[config.mk]
export PLATFORM = sky130hd
export DESIGN_NAME = vote_bram_reader
export DESIGN_NICKNAME = d
export VERILOG_FILES = /design/src/rtl/vote_bram_reader_pkg.sv /design/src/rtl/vote_bram_reader_tally.sv /design/src/rtl/vote_bram_reader.sv
export SDC_FILE = /design/constraint.sdc
export NUM_CORES = 1
export LEC_CHECK = 0
export CORE_MARGIN = 3
export CORE_UTILIZATION = 58
export CTS_BUF_LIST = sky130_fd_sc_hd__clkbuf_4 sky130_fd_sc_hd__clkbuf_8
export CTS_CLUSTER_DIAMETER = 100
export CTS_CLUSTER_SIZE = 16
export DETAILED_ROUTE_END_ITERATION = 12
export GPL_TIMING_DRIVEN = 0
export PLACE_DENSITY = 0.83
export SYNTH_ARGS = -nofsm -noshare
export SYNTH_HDL_FRONTEND = slang
export SYNTH_SLANG_ARGS = --single-unit
[constraint.sdc]
create_clock -name bram_clkb_i -period 5.4 [get_ports bram_clkb_i]
set_clock_uncertainty 0.15 [all_clocks]
set_input_delay 1.08 -clock bram_clkb_i [delete_from_list [all_inputs] [get_ports bram_clkb_i]]
set_output_delay 1.08 -clock bram_clkb_i [all_outputs]
set_load 0.02 [all_outputs]
[src/rtl/vote_bram_reader_pkg.sv]
// Shared definitions for the vote BRAM reader: FSM state encoding, default
// widths and the field layout of a vote word.
//   Vote word: [DATA_W-1] valid flag, [CLS_LSB +: CLS_W] class index,
//   every other bit is ignored.
package vote_bram_reader_pkg;

    localparam int DEF_ADDR_W  = 14;
    localparam int DEF_DATA_W  = 38;
    localparam int DEF_N_CLASS = 8;
    localparam int DEF_RD_LAT  = 1;

    // Class index sits at the bottom of the word.
    localparam int CLS_LSB = 0;

    // The valid flag is always the top bit, so its position depends on width.
    function automatic int valid_bit(input int data_w);
        return data_w - 1;
    endfunction

    localparam int VALID_BIT = valid_bit(DEF_DATA_W);

    typedef enum logic [2:0] {
        ST_IDLE   = 3'd0,
        ST_READ   = 3'd1,
        ST_DRAIN  = 3'd2,
        ST_ARGMAX = 3'd3,
        ST_CLEAR  = 3'd4,
        ST_OUT    = 3'd5
    } state_e;

endpackage

[src/rtl/vote_bram_reader_tally.sv]
// vote_tally: per-class vote counters plus a sequential argmax scanner.
//   clk_i/rst_i   clock, synchronous active-high reset
//   clr_i         zero counters and the running best (start of a new tally)
//   vote_en_i     increment counter[vote_cls_i] this cycle
//   scan_i        argmax step: compare one class per cycle, index auto-advances
//   scan_done_o   high on the step that examines the last class
//   best_cls_o / best_votes_o   running winner (final once the scan is done)
module vote_tally
    import vote_bram_reader_pkg::*;
#(
    parameter int ADDR_W  = DEF_ADDR_W,
    parameter int N_CLASS = DEF_N_CLASS
) (
    input  logic                       clk_i,
    input  logic                       rst_i,
    input  logic                       clr_i,
    input  logic                       vote_en_i,
    input  logic [$clog2(N_CLASS)-1:0] vote_cls_i,
    input  logic                       scan_i,
    output logic                       scan_done_o,
    output logic [$clog2(N_CLASS)-1:0] best_cls_o,
    output logic [ADDR_W-1:0]          best_votes_o
);

    localparam int CLS_W = $clog2(N_CLASS);

    logic [ADDR_W-1:0] cnt_q [N_CLASS];
    logic [CLS_W-1:0]  scan_idx_q;
    logic [CLS_W-1:0]  best_cls_q;
    logic [ADDR_W-1:0] best_votes_q;

    assign scan_done_o  = scan_i & (scan_idx_q == CLS_W'(N_CLASS - 1));
    assign best_cls_o   = best_cls_q;
    assign best_votes_o = best_votes_q;

    // Counter bank and argmax scan state.
    always_ff @(posedge clk_i) begin
        if (rst_i || clr_i) begin
            for (int k = 0; k < N_CLASS; k++) begin
                cnt_q[k] <= {ADDR_W{1'b0}};
            end
            scan_idx_q   <= {CLS_W{1'b0}};
            best_cls_q   <= {CLS_W{1'b0}};
            best_votes_q <= {ADDR_W{1'b0}};
        end else begin
            if (vote_en_i) begin
                cnt_q[vote_cls_i] <= cnt_q[vote_cls_i] + ADDR_W'(1);
            end
            if (scan_i) begin
                // Strictly greater only: equal counts keep the lower index.
                if (cnt_q[scan_idx_q] > best_votes_q) begin
                    best_cls_q   <= scan_idx_q;
                    best_votes_q <= cnt_q[scan_idx_q];
                end
                // Wraps back to 0 after the last class, ready for the next tally.
                scan_idx_q <= scan_idx_q + CLS_W'(1);
            end
        end
    end

endmodule

[src/rtl/vote_bram_reader.sv]
// vote_bram_reader: reads a range of vote words from BRAM port B, tallies the
// valid votes per class, picks the winning class, optionally zeroes the range,
// then presents the result on a valid/ready handshake.
//   bram_clkb_i / bram_rstb_i     clock, synchronous active-high reset
//   start_i, base_addr_i, num_trees_i   tally request (ignored while busy_o)
//   busy_o                        request accepted and result not yet taken
//   bram_enb_o/web_o/addrb_o/dinb_o/doutb_i   BRAM port B
//   result_class_o/votes_o/valid_o, result_ready_i   result handshake
module vote_bram_reader
    import vote_bram_reader_pkg::*;
#(
    parameter int ADDR_W   = DEF_ADDR_W,
    parameter int DATA_W   = DEF_DATA_W,
    parameter int N_CLASS  = DEF_N_CLASS,
    parameter int RD_LAT   = DEF_RD_LAT,
    parameter int CLEAR_EN = 1
) (
    input  logic                       bram_clkb_i,
    input  logic                       bram_rstb_i,
    input  logic                       start_i,
    input  logic [ADDR_W-1:0]          base_addr_i,
    input  logic [ADDR_W-1:0]          num_trees_i,
    output logic                       busy_o,
    output logic                       bram_enb_o,
    output logic                       bram_web_o,
    output logic [ADDR_W-1:0]          bram_addrb_o,
    output logic [DATA_W-1:0]          bram_dinb_o,
    input  logic [DATA_W-1:0]          bram_doutb_i,
    output logic [$clog2(N_CLASS)-1:0] result_class_o,
    output logic [ADDR_W-1:0]          result_votes_o,
    output logic                       result_valid_o,
    input  logic                       result_ready_i
);

    localparam int CLS_W = $clog2(N_CLASS);
    localparam int VB    = valid_bit(DATA_W);
    // All issue-tracker stages except the oldest; DRAIN may end once these are
    // empty because the oldest stage is captured on that same edge.
    localparam logic [RD_LAT-1:0] EARLY_MASK = RD_LAT'((1 << (RD_LAT - 1)) - 1);

    state_e            state_q, state_d;
    logic [ADDR_W-1:0] base_q, base_d;
    logic [ADDR_W-1:0] num_q, num_d;
    logic [ADDR_W-1:0] idx_q, idx_d;
    logic [ADDR_W-1:0] addr_q, addr_d;
    logic              enb_q, enb_d;
    logic              web_q, web_d;
    logic              busy_q;
    logic              valid_q;
    logic [RD_LAT-1:0] sr_q, sr_d;

    logic              clr_s;
    logic              rd_issue_s;
    logic              vote_en_s;
    logic              scan_s;
    logic              scan_done_s;
    logic [ADDR_W-1:0] last_s;
    logic              unused_s;

    assign rd_issue_s = enb_q & ~web_q;
    assign vote_en_s  = sr_q[RD_LAT-1] & bram_doutb_i[VB];
    assign scan_s     = (state_q == ST_ARGMAX);
    assign last_s     = num_q - ADDR_W'(1);
    assign unused_s   = ^bram_doutb_i[VB-1:CLS_LSB+CLS_W];

    assign busy_o         = busy_q;
    assign bram_enb_o     = enb_q;
    assign bram_web_o     = web_q;
    assign bram_addrb_o   = addr_q;
    assign bram_dinb_o    = {DATA_W{1'b0}};
    assign result_valid_o = valid_q;

    vote_tally #(
        .ADDR_W  (ADDR_W),
        .N_CLASS (N_CLASS)
    ) u_tally (
        .clk_i        (bram_clkb_i),
        .rst_i        (bram_rstb_i),
        .clr_i        (clr_s),
        .vote_en_i    (vote_en_s),
        .vote_cls_i   (bram_doutb_i[CLS_LSB +: CLS_W]),
        .scan_i       (scan_s),
        .scan_done_o  (scan_done_s),
        .best_cls_o   (result_class_o),
        .best_votes_o (result_votes_o)
    );

    // Next-state, address generation and BRAM port control.
    always_comb begin
        state_d = state_q;
        base_d  = base_q;
        num_d   = num_q;
        idx_d   = idx_q;
        addr_d  = addr_q;
        enb_d   = 1'b0;
        web_d   = 1'b0;
        clr_s   = 1'b0;
        // Shift a 1 in for every cycle the BRAM samples a read request.
        sr_d    = RD_LAT'({sr_q, rd_issue_s});
        case (state_q)
            ST_IDLE: begin
                if (start_i) begin
                    base_d = base_addr_i;
                    num_d  = num_trees_i;
                    idx_d  = {ADDR_W{1'b0}};
                    clr_s  = 1'b1;
                    if (num_trees_i == {ADDR_W{1'b0}}) begin
                        state_d = ST_OUT;
                    end else begin
                        state_d = ST_READ;
                        enb_d   = 1'b1;
                        addr_d  = base_addr_i;
                    end
                end else begin
                    state_d = ST_IDLE;
                end
            end
            ST_READ: begin
                if (idx_q == last_s) begin
                    state_d = ST_DRAIN;
                end else begin
                    enb_d  = 1'b1;
                    addr_d = addr_q + ADDR_W'(1);
                    idx_d  = idx_q + ADDR_W'(1);
                end
            end
            ST_DRAIN: begin
                if ((sr_q & EARLY_MASK) == {RD_LAT{1'b0}}) begin
                    state_d = ST_ARGMAX;
                end else begin
                    state_d = ST_DRAIN;
                end
            end
            ST_ARGMAX: begin
                if (scan_done_s) begin
                    if (CLEAR_EN != 0) begin
                        state_d = ST_CLEAR;
                        enb_d   = 1'b1;
                        web_d   = 1'b1;
                        addr_d  = base_q;
                        idx_d   = {ADDR_W{1'b0}};
                    end else begin
                        state_d = ST_OUT;
                    end
                end else begin
                    state_d = ST_ARGMAX;
                end
            end
            ST_CLEAR: begin
                if (idx_q == last_s) begin
                    state_d = ST_OUT;
                end else begin
                    enb_d  = 1'b1;
                    web_d  = 1'b1;
                    addr_d = addr_q + ADDR_W'(1);
                    idx_d  = idx_q + ADDR_W'(1);
                end
            end
            ST_OUT: begin
                if (result_ready_i) begin
                    state_d = ST_IDLE;
                end else begin
                    state_d = ST_OUT;
                end
            end
            default: begin
                state_d = ST_IDLE;
            end
        endcase
    end

    // State and registered outputs; reset also drops any reads in flight.
    always_ff @(posedge bram_clkb_i) begin
        if (bram_rstb_i) begin
            state_q <= ST_IDLE;
            base_q  <= {ADDR_W{1'b0}};
            num_q   <= {ADDR_W{1'b0}};
            idx_q   <= {ADDR_W{1'b0}};
            addr_q  <= {ADDR_W{1'b0}};
            enb_q   <= 1'b0;
            web_q   <= 1'b0;
            busy_q  <= 1'b0;
            valid_q <= 1'b0;
            sr_q    <= {RD_LAT{1'b0}};
        end else begin
            state_q <= state_d;
            base_q  <= base_d;
            num_q   <= num_d;
            idx_q   <= idx_d;
            addr_q  <= addr_d;
            enb_q   <= enb_d;
            web_q   <= web_d;
            busy_q  <= (state_d != ST_IDLE);
            valid_q <= (state_d == ST_OUT);
            sr_q    <= sr_d;
        end
    end

endmodule

==> run metrics, run 1 <==
Sequential Area=around 5100 um^2; min-delay worst type=flip-flop to flip-flop; root buffer cell=clkbuf_8; Sink Count=approximately 200; crit path max-delay cell type=nand2_1; DRT iter0 DRCs=1057; FP Rows=49; post-synthesis sequential area ratio=46.7%; Post-Syn Area per Cell=10.2 um^2; CP Capture Type=flip-flop; Crit path max-delay family=buffers and inverters; # diodes=0; CTS tree=done; Async SR Flop Fraction=0%; Routed Antenna Nets=0; share of layout cells above drive strength 1=13.8%; fraction of synthesized area in multiplexers=~14%; Area growth, synth to finish=14.0%; top cell type by total area after synthesis=edfxtp_1; fmax=195 MHz; worst setup margin=0.280 ns; Synth area leaders=edfxtp_1, dfxtp_1, mux4_2, nor2_1, nand2_1; WL/cell=20.3 um; IO Count=143; main combinational cell family by area after synthesis=simple AND/OR/NAND/NOR gates; Bufs on Longest Clock Path=2; Critical Path Start Type=primary input; Min-Delay Path Depth=2; H-tree depth=4; Leakage=4.57 nW; first-pass GRT wire length=44.1 mm; Hold Violations, Final=0; Post-DP HPWL=20.5 mm; # fillers=1378; Core Area=18200 um^2; outcome=complete, no violations; WL final=29.1 mm; routability cong.=0.903; worst skew pair latency=0.47 ns; critical path's largest stage delay=roughly 0.80 ns; number of CTS-inserted buffers=17; fin crit share=94.8%; All-Layer GR Usage=28.2%; Slew HR=between 30% and 40%; vias=8884; Cell Chain, Critical Path=clkdlybuf4s50_1 > buf_2 > buf_1 > buf_1 > nor3_1 > nand2_1 > clkbuf_1 > nand2_1; Crit. path cell count=8; chip height=between 100 and 150 um; critical path data required time=approximately 5.2 ns; Synth Area in Compound Gates=between 7 and 8%; CP Data Arrival Time=4.95 ns; CP Buf/Inv Count=5; Die W=approximately 140 um; yosys synthesis warning count=0; area fraction of the dominant cell type after synthesis=30.8%; pin count of the biggest net entering global routing=17; Post-synth top cells=nor2_1, nand2_1, edfxtp_1; fin util=between 60% and 70%; Die Area=20500 um^2; Post-route DRC=0; Starting Density=60.0%; Peak supply drop=0.170 mV; number of synthesized flops with an enable pin=between 100 and 150; vias in the first global route=8413; Place WS=-0.159 ns; min cycle time layout=5.12 ns; drt pass-1 iters=9; Power Density=roughly 260 nW/um^2; final-report setup violation count=0; Net count, final=1281; post-synthesis xor/xnor area fraction=4.09%; initial antenna violation count=0; Crit Path Class=primary input to flip-flop; PortBufs=68; synthesized area=10900 um^2; ys flop type=edfxtp_1; synthesized-area fraction occupied by adder cells=2.29%; setup bufs post-CTS=0; Vias/cell=~6.2; worst reg2reg path depth=14; unrepaired setup endpoints after global routing=no; max-slew violations=0; Worst Path Max Fanout=14; clock transition at the registers of the reported paths=around 0.10 ns; Synth Instances=1068; Multi-input gate area=5260 um^2; #FFs+latches synth=199; Max-Cap Viols=0; Congestion Overflow GR=0; Distinct cells, synth=68; most common cell in the synthesized netlist=nor2_1; Post-Synth Simple-Gate Area=a little under a fifth; Worst-Margin Slew=0.967 ns
-- final timing paths --
| kind | startpoint | endpoint | slack, ns |
|---|---|---|---|
| worst min register to register | base_q[10] | base_q[10] | 0.31 |
| worst max-delay path | bram_doutb_i[2] | u_tally.cnt_q[1][13] | 0.28 |
| worst max register to register | flip-flop | u_tally.best_votes_o[6] | 0.36 |
| worst min-delay path | base_q[10] | base_q[10] | 0.31 |
-- report_power, final --
group / internal [mW] / total [mW] / switching, mW
clock network: 0.476 / 0.990 / 0.514
logic: 0.217 / 0.520 / 0.303
registers: 1.68 / 1.74 / 0.0584
-- kinds of logic (layout without fill, tap and decap cells) --
| kind of cell | after synthesis | in the layout |
|---|---|---|
| buf+inv | 125 | 224 |
| simple gates | 434 | 434 |
| xor+xnor | 51 | 51 |
| flops | 199 | 199 |
| compound gates | 130 | 130 |
| mux | 108 | 108 |
| fa+ha+maj | 20 | 20 |
| other cells | 1 | 38 |
-- tightest hold or removal path, delay by kind of cell, from the launching register on --
family / cells / cell delay [ns]
simple gates: 1 / 0.05
compound gates: 1 / 0.05
flops: 1 / 0.32
-- layer usage --
| metal | track usage, % | part of all wire, % |
|---|---|---|
| met1 | 35.9 | 38 |
| met2 | 45.1 | 46 |
| met3 | 7.90 | 11 |
| met4 | 12.9 | 4.2 |
| met5 | 0 | 0 |
-- area by class of cell --
cell class              instances  share of cell area (%)
multi-input cells             781                    42.2
flip-flops and latches        199                    41.0
repair buffers                 68                    5.46
plain buffers                  99                    5.06
clock buffers                  24                    2.50
well taps                     229                    2.30
clock inverters                 8                   0.763
inverters                      25                   0.753
-- placed cells by master (no fill, tap or decap), types with 12 or more instances in the layout --
cell / n
inv_1: 25
conb_1: 38
a21oi_1: 52
mux2i_1: 48
dfxtp_1: 87
mux4_2: 38
xnor2_1: 24
buf_4: 41
clkbuf_1: 34
ha_1: 20
nand4_1: 14
mux2_2: 22
nor2_1: 171
nand3_1: 24
o21ai_0: 21
clkbuf_8: 25
edfxtp_1: 112
clkdlybuf4s50_1: 68
xor2_1: 27
and3_1: 12
nand2_1: 132
-- sequential cells by signal, indices dropped and copies added, names as in the netlist, named ones only --
signal and cells:
bram_web_o 1, u_tally.scan_idx_q 3, idx_q 14, bram_enb_o 1, sr_q 1, u_tally.cnt_q 112, state_q 3, u_tally.best_votes_o 14
base_q 14, bram_addrb_o 14, result_valid_o 1, busy_o 1, num_q 14, u_tally.best_cls_o 3
-- timing repair --
item	4_1_cts	5_1_grt
cloned	0	0
resized for setup	4	1
hold buffers	0	0
pin swaps	0	0
setup endpoints to repair	10	18
-- through the flow --
step / hold slack (ns) / std cells / TNS, ns / power, mW / area (um^2)
after global routing: 0.336 / 1433 / 0 / 3.34 / 12500
after detailed placement: 0.294 / 1402 / -1.85 / 2.27 / 12000
after floorplan: 0.284 / 1105 / 0 / 2.11 / 11100
after CTS: 0.309 / 1434 / 0 / 3.22 / 12500
after global placement: 0.291 / 1402 / -0.341 / 2.26 / 12000
final: 0.309 / 1433 / 0 / 3.24 / 12500
No activity file was read; power rests on OpenSTA's default activity.
==> run 2, diff against run 1 <==
--- a/config.mk
+++ b/config.mk
@@ -5,14 +5,17 @@
 export SDC_FILE = /design/constraint.sdc
 export NUM_CORES = 1
 export LEC_CHECK = 0
+export ABC_CLOCK_PERIOD_IN_PS = 5400
+export CELL_PAD_IN_SITES_DETAIL_PLACEMENT = 1
+export CELL_PAD_IN_SITES_GLOBAL_PLACEMENT = 1
 export CORE_MARGIN = 3
-export CORE_UTILIZATION = 58
+export CORE_UTILIZATION = 45
 export CTS_BUF_LIST = sky130_fd_sc_hd__clkbuf_4 sky130_fd_sc_hd__clkbuf_8
 export CTS_CLUSTER_DIAMETER = 100
 export CTS_CLUSTER_SIZE = 16
 export DETAILED_ROUTE_END_ITERATION = 12
 export GPL_TIMING_DRIVEN = 0
-export PLACE_DENSITY = 0.83
+export PLACE_DENSITY_LB_ADDON = 0.1
 export SYNTH_ARGS = -nofsm -noshare
 export SYNTH_HDL_FRONTEND = slang
 export SYNTH_SLANG_ARGS = --single-unit
==> run metrics, run 2 (synthesis gave the netlist of run 1 again) <==
Multi-input gate area=5260 um^2 (about the same); All-Layer GR Usage=25.3% (-2.9 points); drt pass-1 iters=5 (-4); Peak supply drop=0.130 mV (-23%); Max-Cap Viols=0 (unchanged); WL final=32.9 mm (+13%); Crit Path Class=primary input to flip-flop; CP Capture Type=flip-flop; FP Rows=56 (+14%); fmax=191 MHz (-2.1%); routability cong.=0.882 (-2.4%); Routed Antenna Nets=0 (unchanged); pin count of the biggest net entering global routing=19 (+2); Leakage=4.56 nW (-0.24%); Hold Violations, Final=0 (unchanged); IO Count=143 (unchanged); grt peak-use layer=met2; unrepaired setup endpoints after global routing=no; Most flops, register=u_tally.cnt_q; Worst Path Max Fanout=14 (unchanged); max-slew violations=0 (unchanged); PortBufs=68 (unchanged); final-report setup violation count=0 (unchanged); first-pass GRT wire length=50.8 mm (+15%); Critical Path Start Type=primary input; RR Endpoint=u_tally.best_votes_o[7]; final hold slack=0.314 ns (+0.00443 ns); met3 usage=4.79% (-3.1 points); placed cell count=1492 (+6.4%); Core Area=23700 um^2 (+30%); Worst-Margin Slew=0.952 ns (-0.0146 ns); worst reg2reg path depth=14 (unchanged); outcome=complete, no violations; switching share of power=28.7% (+1.7 points); Logic pwr share=16.1% (about the same); CP Data Arrival Time=5.09 ns (+0.14 ns); number of CTS-inserted buffers=17 (unchanged); Slew HR=36.5% (+1.1 points); # diodes=0 (unchanged); Power Density=263 nW/um^2 (+0.97%); chip height=162 um (+13%); CTS tree=done; vias=8726 (-1.8%); commonest non-fill, non-tap cell in the layout=nor2_1; register share of total power=52.4% (-1.1 points); P_int=2.36 mW (-0.28%); Vias/cell=5.73 (-7.6%); met1 Use GR=36.5% (+0.60 points); worst skew pair latency=0.48 ns (about the same); share of layout cells above drive strength 1=14.0% (+0.17 points); Die W=162 um (+13%); fin util=53.2% (-15 points); min cycle time layout=5.23 ns (+0.112 ns); fin crit share=96.9% (+2.1 points); Bufs on Longest Clock Path=2 (unchanged); TNS Setup=0 ns (unchanged); initial antenna violation count=0 (unchanged); Starting Density=46.1% (-14 points); H-tree depth=4 (unchanged); Net count, final=1281 (unchanged); vias in the first global route=8692 (+3.3%); Die Area=26200 um^2 (+28%); Place WS=-0.391 ns (-0.232 ns); critical path data required time=5.26 ns (+0.03 ns); WL/cell=21.6 um (+6.4%); Sequential Area=5100 um^2 (unchanged); clock transition at the registers of the reported paths=0.12 ns (+0.02 ns); DRT iter0 DRCs=695 (-34%); Post-DP HPWL=23.5 mm (+15%); most frequent cells in the layout=nor2_1, nand2_1, edfxtp_1, dfxtp_1, clkdlybuf4s50_1; Area growth, synth to finish=15.2%; Critical Path Sink=u_tally.cnt_q[3][8]; Psw=949 uW (+8.4%); Worst R2R Setup Slack=0.50 ns (+0.14 ns); Clk pwr share=31.5% (+1.0 points); worst setup margin=0.169 ns (-0.112 ns); min-delay worst type=flip-flop to flip-flop; hold buffers post-CTS=0 (unchanged); total power=3.31 mW (+2.1%); Congestion Overflow GR=0 (unchanged); Sink Count=199 (unchanged); # fillers=2708 (+97%); max reg flops=112 (unchanged); Post-route DRC=0 (unchanged); met2 Use GR=39.2% (-5.8 points); fin area=12600 um^2 (+1.1%); root buffer cell=clkbuf_8; placed instance area=12100 um^2 (+0.94%); start point of the critical path=bram_doutb_i[2]; fin cells=1523 (+6.3%)
-- run 2: repair_timing --
action	4_1_cts	5_1_grt
gates resized for setup	4	4
endpoints found under the hold margin	0	0
buffers inserted	0	0
endpoints found under the setup margin	10	32
-- run 2: layout make-up --
type / count / share of cell area, %
multi-input cells: 781 / 41.8
repair buffers: 68 / 5.40
well taps: 319 / 3.17
flip-flops and latches: 199 / 40.5
plain buffers: 99 / 5.02
inverters: 25 / 0.745
clock buffers: 17 / 1.86
clock inverters: 15 / 1.51
-- run 2: worst max-delay path: stages --
cell	delay, ns
clkdlybuf4s50_1	0.60
buf_2	0.32
buf_1	0.54
buf_1	0.50
nor3_1	0.22
nand3_1	0.30
clkbuf_1	0.73
nand2_1	0.78
-- run 2: metal layers --
metal,vias up,routed length [um]
li1,3987,-
met1,4349,15000
met2,340,14900
met3,50,2350
met4,0,665
met5,-,0
-- run 2: how the worst min path moves through the flow --
stage | depth (start not counted) | slack, ns | startpoint | endpoint
final | 2 | 0.31 | base_q[2] | base_q[2]
after global routing | 2 | 0.34 | base_q[11] | base_q[11]
after CTS | 2 | 0.32 | base_q[6] | base_q[6]
after detailed placement | 2 | 0.30 | base_q[2] | base_q[2]
after global placement | 2 | 0.29 | base_q[8] | base_q[8]
after floorplan | 2 | 0.28 | base_q[4] | base_q[4]
-- run 2: power by group through the flow --
| stage | registers [mW] | clock network (mW) | logic (mW) |
|---|---|---|---|
| 2_1_floorplan | 1.76 | 0 | 0.352 |
| 3_3_place_gp | 1.76 | 0 | 0.518 |
| 3_5_place_dp | 1.77 | 0 | 0.526 |
| 4_1_cts | 1.73 | 1.06 | 0.530 |
| 5_1_grt | 1.74 | 1.12 | 0.581 |
| 6_report | 1.73 | 1.04 | 0.535 |
==> run 3, diff against run 2 <==
--- a/config.mk
+++ b/config.mk
@@ -14,8 +14,8 @@
 export CTS_CLUSTER_DIAMETER = 100
 export CTS_CLUSTER_SIZE = 16
 export DETAILED_ROUTE_END_ITERATION = 12
-export GPL_TIMING_DRIVEN = 0
 export PLACE_DENSITY_LB_ADDON = 0.1
+export SLEW_MARGIN = 20
 export SYNTH_ARGS = -nofsm -noshare
 export SYNTH_HDL_FRONTEND = slang
 export SYNTH_SLANG_ARGS = --single-unit
==> run metrics, run 3 (synthesis gave the netlist of run 1 again) <==
outcome=complete, no violations; Congestion Overflow GR=0 (unchanged); All-Layer GR Usage=23.7% (-1.6 points); Die W=162 um (unchanged); final-report setup violation count=0 (unchanged); Worst-Margin Slew=1.04 ns (+0.0846 ns); drt pass-1 iters=5 (unchanged); IO Count=143 (unchanged); max-slew violations=0 (unchanged); Crit. path cell count=9 (+1); start point of the critical path=bram_doutb_i[2]; Vias/cell=5.69 (-0.63%); Area growth, synth to finish=12.1%; CTS tree=done; # diodes=0 (unchanged); Post-CTS Resized=0 (-4); worst hold start=bram_web_o; Routed Antenna Nets=0 (unchanged); Post-DP HPWL=21.7 mm (-7.5%); CP Capture Type=flip-flop; Sink Count=199 (unchanged); worst setup margin=0.913 ns (+0.745 ns); fin crit share=83.1% (-14 points); number of CTS-inserted buffers=17 (unchanged); PortBufs=70 (+2.9%); fmax=223 MHz (+17%); WL final=30.6 mm (-6.9%); # fillers=2681 (-1.0%); unrepaired setup endpoints after global routing=no; Crit Path Class=primary input to flip-flop; clock transition at the registers of the reported paths=0.11 ns (about the same); hold buffers post-CTS=0 (unchanged); critical path data required time=5.45 ns (+0.19 ns); vias=8358 (-4.2%); share of layout cells above drive strength 1=13.5% (-0.46 points); CP Buf/Inv Count=2 (-3); Most flops, register=u_tally.cnt_q; Cell Chain, Critical Path=clkdlybuf4s50_1 > clkinv_1 > nor3_1 > a222oi_1 > nor4_1 > nand2_1 > nor3_1 > xor2_1 > nor2_1; commonest non-fill, non-tap cell in the layout=nor2_1; Slew HR=30.9% (-5.6 points); most frequent cells in the layout=nor2_1, nand2_1, edfxtp_1, dfxtp_1, clkdlybuf4s50_1; routability cong.=0.825 (-6.4%); vias in the first global route=8402 (-3.3%); FP Rows=56 (unchanged); Post-route DRC=0 (unchanged); min cycle time layout=4.49 ns (-0.745 ns); Die Area=26200 um^2 (unchanged); Crit path max-delay family=simple AND/OR/NAND/NOR gates; Starting Density=46.1% (unchanged); DRT iter0 DRCs=640 (-7.9%); most used cell, CP=nor3_1; Bufs on Longest Clock Path=2 (unchanged); worst reg2reg path depth=12 (-2); Core Area=23700 um^2 (unchanged); root buffer cell=clkbuf_8; switching share of power=30.4% (+1.7 points); Psw=975 uW (+2.8%); Hold Violations, Final=0 (unchanged); worst skew pair latency=0.48 ns (about the same); Clk pwr share=30.0% (-1.5 points); RR Endpoint=u_tally.best_cls_o[1]; H-tree depth=4 (unchanged); first-pass GRT wire length=48.0 mm (-5.5%); Logic pwr share=15.9% (-0.2 points); Critical Path Sink=u_tally.cnt_q[0][11]; Power Density=262 nW/um^2 (-0.37%); chip height=162 um (unchanged); Critical Path Start Type=primary input; min-delay worst type=flip-flop to flip-flop; CP Data Arrival Time=4.54 ns (-0.55 ns); register share of total power=54.1% (+1.7 points); setup bufs post-CTS=0 (unchanged); WL/cell=20.9 um (-3.4%); max reg flops=112 (unchanged); Net count, final=1226 (-4.3%); Peak supply drop=0.140 mV (+7.7%); crit path max-delay cell type=clkdlybuf4s50_1; P_int=2.23 mW (-5.4%); Worst R2R Setup Slack=1.46 ns (+0.96 ns); Place WS=0.519 ns (+0.910 ns); pin count of the biggest net entering global routing=47 (+28); Worst Path Max Fanout=14 (unchanged); TNS Setup=0 ns (unchanged); Leakage=4.39 nW (-3.6%); Max-Cap Viols=0 (unchanged); critical path's largest stage delay=0.95 ns (+0.17 ns); initial antenna violation count=0 (unchanged)
==> run 3: final cells by class <==
class | instances | area, um^2 | area share (%)
repair buffers | 112 | 1000 | 8.17
multi-input cells | 781 | 5260 | 42.9
flip-flops and latches | 199 | 5110 | 41.7
well taps | 319 | 399 | 3.26
clock buffers | 18 | 241 | 1.97
inverters | 25 | 93.8 | 0.766
clock inverters | 14 | 151 | 1.24
==> run 3: per-layer routing <==
metal / global-route usage, % / share of wire (%)
met3: 4.79 / 5.8
met2: 38.0 / 46
met5: 0 / 0
met1: 33.0 / 46
met4: 6.01 / 1.6
==> run 3: how the worst min path moves through the flow <==
stage,slack (ns),depth (start not counted),endpoint
2_1_floorplan,0.28,2,base_q[4]
3_3_place_gp,0.26,1,sr_q
3_5_place_dp,0.28,1,sr_q
4_1_cts,0.30,1,sr_q
5_1_grt,0.31,1,sr_q
6_report,0.29,1,sr_q
==> run 3: power by group through the flow <==
stage	Sequential (mW)	Combinational (mW)	Clock [mW]
3_3_place_gp	1.76	0.497	0
4_1_cts	1.74	0.509	0.986
3_5_place_dp	1.77	0.506	0
2_1_floorplan	1.76	0.352	0
5_1_grt	1.75	0.557	1.05
6_report	1.74	0.509	0.964
==> run 3: metrics by stage <==
stage	power, mW	std cells	area (um^2)	utilization (%)	hold slack (ns)
after floorplan	2.11	1105	11100	-	0.284
after global placement	2.26	1436	11900	50.1	0.262
after detailed placement	2.28	1436	11900	50.1	0.284
after CTS	3.23	1468	12300	51.7	0.302
after global routing	3.35	1468	12300	51.7	0.306
final	3.21	1468	12300	51.7	0.294
==> run 3: worst register-to-register path, delay by kind of cell (launching register included) <==
family	cells	cell delay (ns)
adder cells (fa/ha/maj)	1	0.24
AND/OR/NAND/NOR	1	0.04
multiplexers	3	1.21
AO/OA/AOI/OAI	6	1.16
flip-flops	1	0.71
buffers and inverters	1	0.34
